<file path="src/rtl/instr_mem_bridge.sv">
// Bridge between the fetch-stage instruction port and a pipelined, variable-latency memory bus.
// Credit-limited issue, response FIFO, and post-flush discard of stale in-flight responses.
module instr_mem_bridge #(
  parameter int unsigned DEPTH = 2,
  parameter int unsigned CNT_W = $clog2(DEPTH + 1)
) (
  input  logic        clk,
  input  logic        rst,
  input  logic        instr_req_i,
  input  logic [31:0] instr_addr_i,
  output logic        instr_gnt_o,
  output logic        instr_rvalid_o,
  output logic [31:0] instr_rdata_o,
  output logic        instr_err_o,
  input  logic        instr_rready_i,
  input  logic        flush_i,
  output logic        bus_req_o,
  output logic [31:0] bus_addr_o,
  input  logic        bus_gnt_i,
  input  logic        bus_rvalid_i,
  input  logic [31:0] bus_rdata_i,
  input  logic        bus_err_i,
  output logic        protocol_err_o
);

  localparam int unsigned PTR_W = (DEPTH > 1) ? $clog2(DEPTH) : 1;

  logic [CNT_W-1:0] inflight_q, inflight_d;
  logic [CNT_W-1:0] discard_q, discard_d;
  logic [CNT_W-1:0] count_q, count_d;
  logic [PTR_W-1:0] rd_ptr_q, rd_ptr_d;
  logic [PTR_W-1:0] wr_ptr_q, wr_ptr_d;
  logic             perr_q, perr_d;
  logic [32:0]      mem_q [DEPTH];

  logic [CNT_W:0] occupancy;
  logic           credit_ok;
  logic           rsp_accept;
  logic           rsp_unsol;
  logic           push;
  logic           pop;
  logic           head_valid;

  function automatic logic [PTR_W-1:0] ptr_inc(input logic [PTR_W-1:0] p);
    if (p == PTR_W'(DEPTH - 1)) begin
      return '0;
    end
    return p + PTR_W'(1);
  endfunction

  // Buffered responses count against credit so a push can never find the FIFO full.
  assign occupancy   = {1'b0, inflight_q} + {1'b0, count_q};
  assign credit_ok   = occupancy < (CNT_W + 1)'(DEPTH);
  assign bus_req_o   = instr_req_i & credit_ok & ~flush_i;
  assign bus_addr_o  = {instr_addr_i[31:2], 2'b00};
  assign instr_gnt_o = bus_req_o & bus_gnt_i;

  assign rsp_accept = bus_rvalid_i & (inflight_q != '0);
  assign rsp_unsol  = bus_rvalid_i & (inflight_q == '0);
  assign push       = rsp_accept & (discard_q == '0) & ~flush_i;

  assign head_valid     = (count_q != '0);
  assign instr_rvalid_o = head_valid & ~flush_i;
  assign pop            = instr_rvalid_o & instr_rready_i;
  // Head is masked when empty so stale storage never leaks onto the port.
  assign instr_rdata_o  = head_valid ? mem_q[rd_ptr_q][31:0] : '0;
  assign instr_err_o    = head_valid ? mem_q[rd_ptr_q][32] : 1'b0;
  assign protocol_err_o = perr_q;

  always_comb begin
    inflight_d = inflight_q + CNT_W'(instr_gnt_o) - CNT_W'(rsp_accept);
    discard_d  = discard_q;
    count_d    = count_q;
    rd_ptr_d   = rd_ptr_q;
    wr_ptr_d   = wr_ptr_q;
    perr_d     = perr_q | rsp_unsol;

    if (flush_i) begin
      // Everything still outstanding after this cycle belongs to the old stream.
      count_d   = '0;
      rd_ptr_d  = wr_ptr_q;
      discard_d = inflight_q - CNT_W'(rsp_accept);
    end else begin
      if (rsp_accept && (discard_q != '0)) begin
        discard_d = discard_q - CNT_W'(1);
      end
      if (push) begin
        wr_ptr_d = ptr_inc(wr_ptr_q);
      end
      if (pop) begin
        rd_ptr_d = ptr_inc(rd_ptr_q);
      end
      count_d = count_q + CNT_W'(push) - CNT_W'(pop);
    end
  end

  always_ff @(posedge clk) begin
    if (rst) begin
      inflight_q <= '0;
      discard_q  <= '0;
      count_q    <= '0;
      rd_ptr_q   <= '0;
      wr_ptr_q   <= '0;
      perr_q     <= 1'b0;
    end else begin
      inflight_q <= inflight_d;
      discard_q  <= discard_d;
      count_q    <= count_d;
      rd_ptr_q   <= rd_ptr_d;
      wr_ptr_q   <= wr_ptr_d;
      perr_q     <= perr_d;
    end
  end

  always_ff @(posedge clk) begin
    if (push) begin
      mem_q[wr_ptr_q] <= {bus_err_i, bus_rdata_i};
    end
  end

endmodule

</file>
<file path="config.mk">
export PLATFORM = sky130hd
export DESIGN_NAME = instr_mem_bridge
export DESIGN_NICKNAME = d
export VERILOG_FILES = /design/src/rtl/instr_mem_bridge.sv
export SDC_FILE = /design/constraint.sdc
export NUM_CORES = 1
export LEC_CHECK = 0
export ABC_AREA = 1
export ABC_CLOCK_PERIOD_IN_PS = 2900
export CAP_MARGIN = 0
export CORE_MARGIN = 10
export CORE_UTILIZATION = 30
export CTS_CLUSTER_DIAMETER = 30
export DETAILED_ROUTE_END_ITERATION = 10
export PLACE_DENSITY = 0.72
export RECOVER_POWER = 100
export SLEW_MARGIN = 5
export SYNTH_ARGS = -nofsm -noshare
export SYNTH_HDL_FRONTEND = slang
export SYNTH_SLANG_ARGS = --single-unit
</file>
<file path="constraint.sdc">
create_clock -name clk -period 2.9 [get_ports clk]
set_input_delay 0.29 -clock clk [delete_from_list [all_inputs] [get_ports clk]]
set_output_delay 0.29 -clock clk [all_outputs]
set_load 0.05 [all_outputs]
</file>
==> flow_summary.ini <==
[sta]
clock.fmax_ghz = 0.3657
max_slew.worst_pin.slew_ps = 1102
layout_worst_path_cycle_share = 0.9429
rsz0062_at_grt = false
worst_slew_margin_rel = 0.2625
final_hold_viol_count = 0
setup_tns_ps = 0
timing.final.max_slew_violations = 0
finalSetupViolCount = 0
final_period_minus_worst_setup_slack_ps = 2734
finClkSkew_ps = 6.779

[critical_path]
worstPathCellList = nand2_1 > inv_1 > fa_1 > nor3_2 > and2_1 > clkdlybuf4s50_1
timing.critical_path.slowest_cell_delay_ps = 810
critPathMaxFanout = 3
worst_ep_required_time_ps = 2610
critical_path.endpoint_type = primary output
critical_path_start_end_classification = register to primary output
cp-start-kind = register
critical-path-slowest-cell = clkdlybuf4s50_1
cp.arrival_ps = 2440

[clock_tree]
cts_buffer_depth = 2
cts.sinks = 76
cts_buffers = 9
worst_skew_pair.late_latency_ps = 350
holdBufCountCts = 0
htree_levels = 3
cts_tree = built
clkTransAtPathRegs_ps = 70
root_buffer = clkbuf_8
cts.repair_timing.setup_buffer_count = 0
post_cts.resized_instances = 0

[route]
drt-total-wl_um = 7676
route.antenna.remaining_nets = 0
wl_per_cell_um = 15.83
detailedRoute.firstPassIterationCount = 4
drt-initial-drc-count = 119
detail_route.vias_per_cell = 4.363
drcViolationCount = 0
num_vias = 2116

[finish]
finish.utilization = 0.3665
area_growth_syn_to_layout_pct = 19.23
layout_commonest_cell = nand2_1
final_layout_size_suffix_gt1_frac = 0.07267
layout.cell_area.non_filler_sq_um = 3973
final_net_count = 418
most-common-layout-cells = nand2_1 (80), edfxtp_1 (66), a21oi_1 (38), dlygate4sd3_1 (38), clkbuf_1 (32)

[job]
drv_cap = 0

[placement]
io_buffer_count = 76
place_congestion = 0.8154
detailed_place_hpwl_um = 5223
detailed_place.area_sq_um = 3914

[synth]
synth-adder-area-share = 0.02478
largest_family_of_logic_cells_by_synthesized_area = simple AND/OR/NAND/NOR gates
synth_xor_xnor_area_share = 0.002629
yosysUniqueCellTypes = 28
post_synth_mux_area_share = 0
synth_compound_gate_area_share = 0.06872
netlist_area_sq_um = 3332
post_synth_and_or_nand_nor_area_fraction = 0.1258
synth.yosys.seq_area_share = 0.6549
ys_seq_elements = 76
ys.warnings.count = 0
synthesis.area_per_instance_sq_um = 11.45
synth_cells = 291

[floorplan]
top_level_ports = 141
core_region_area_sq_um = 10840
effective_utilization_at_floorplan = 0.3074
area_of_the_die_sq_um = 15720
num_rows = 38
die_height_um = 125.4
die_w_um = 125.4

[global_routing]
antenna_found_initial = 1
grt.overflow.total = 0
grt_pass1_vias = 2266
grt_max_degree = 35
grt_first_pass_wirelength_um = 11890
grt.total_usage = 0.09641

[run_status]
outcome = finished clean

[power_and_ir_drop]
ir_worst_vdd_mv = 0.2811
power_leakage_uw = 0.001453
pwr_density_cell_nw_per_um2 = 644.1

[worst_hold_path]
min-delay-path-class = register to register
## cell families after synthesis
logic type | after synthesis
simple gates | 101
flops | 76
buf+inv | 62
compound gates | 44
fa+ha+maj | 6
xor+xnor | 1
other cells | 1
## power breakdown
part           switching [uW]  total [uW]  internal [uW]
Sequential               29.0        1290           1260
Clock                     378         851            472
Combinational             281         414            133
Total                     689        2560           1870
## metrics by stage
step / hold WS [ps] / power [uW] / setup slack (ps) / std cells
after global placement: 456.1 / 1752 / 437.4 / 469
after CTS: 487.3 / 2629 / 113.3 / 484
after detailed placement: 469.8 / 1771 / 397.7 / 469
after global routing: 499.9 / 2692 / 31.84 / 485
after floorplan: 352.4 / 1716 / 234.2 / 292
final: 476.4 / 2559 / 165.5 / 485
## final timing paths
check | start | to | slack, ps | depth (start not counted)
worst max-delay path | inflight_q[0]$_SDFF_PP0_ | instr_gnt_o | 170 | 6
worst min-delay path | protocol_err_o$_SDFF_PP0_ | protocol_err_o$_SDFF_PP0_ | 480 | 2
worst max register to register | discard_q[0]$_SDFFE_PP0P_ | mem_q[0][0]$_DFFE_PP_ | 620 | 7
worst min register to register | protocol_err_o$_SDFF_PP0_ | protocol_err_o$_SDFF_PP0_ | 480 | 2
## sequential cells by signal, indices dropped and copies added (netlist names), named ones only
| signal | cells |
|---|---|
| discard_q | 2 |
| count_q | 2 |
| wr_ptr_q | 1 |
| protocol_err_o | 1 |
| rd_ptr_q | 1 |
| inflight_q | 2 |
| mem_q | 66 |
## critical path: cells and delay by family (launching register included)
| kind | cells | cell delay [ps] |
|---|---|---|
| buffers and inverters | 2 | 870 |
| DFF | 1 | 370 |
| and+or+nand+nor | 3 | 440 |
| adders and majority gates | 1 | 420 |
## cells in the mapped netlist
master	count	share of area
nand2_1	80	0.090
edfxtp_1	66	0.59
a21oi_1	38	0.057
buf_4	33	0.074
inv_1	16	0.018
dfxtp_1	10	0.060
nor2_1	7	0.0079
buf_6	6	0.020
ha_1	5	0.019
nand3_1	4	0.0060
buf_2	3	0.0045
inv_2	3	0.0034
a31oi_1	2	0.0038
nand2_2	2	0.0038
nand3_2	2	0.0060
o21ai_0	2	0.0030
a21oi_2	1	0.0026
and2_1	1	0.0019
and3_1	1	0.0019
clkinv_2	1	0.0015
conb_1	1	0.0011
fa_1	1	0.0060
nor3_1	1	0.0015
nor3_2	1	0.0030
o21a_1	1	0.0023
or2_0	1	0.0019
or2_1	1	0.0019
xnor2_1	1	0.0026
## per-layer routing
metal / up-vias / wire (um) / global-route usage / part of all wire
li1: 1045 / - / - / -
met1: 961 / 3057 / 0.1003 / 0.40
met2: 67 / 3761 / 0.1580 / 0.49
met3: 43 / 514 / 0.03760 / 0.067
met4: 0 / 342 / 0.06640 / 0.045
met5: - / 0 / 0 / 0
## cell type report
class,count,area [sq um]
diodes,1,2.502
repair buffers,79,590.6
clock buffers,9,123.9
fillers,1098,6868
well taps,140,175.2
multi-input cells,154,742.0
clock inverters,6,80.08
inverters,20,76.32
flip-flops and latches,76,2182
No activity file was read; power rests on OpenSTA's default activity.
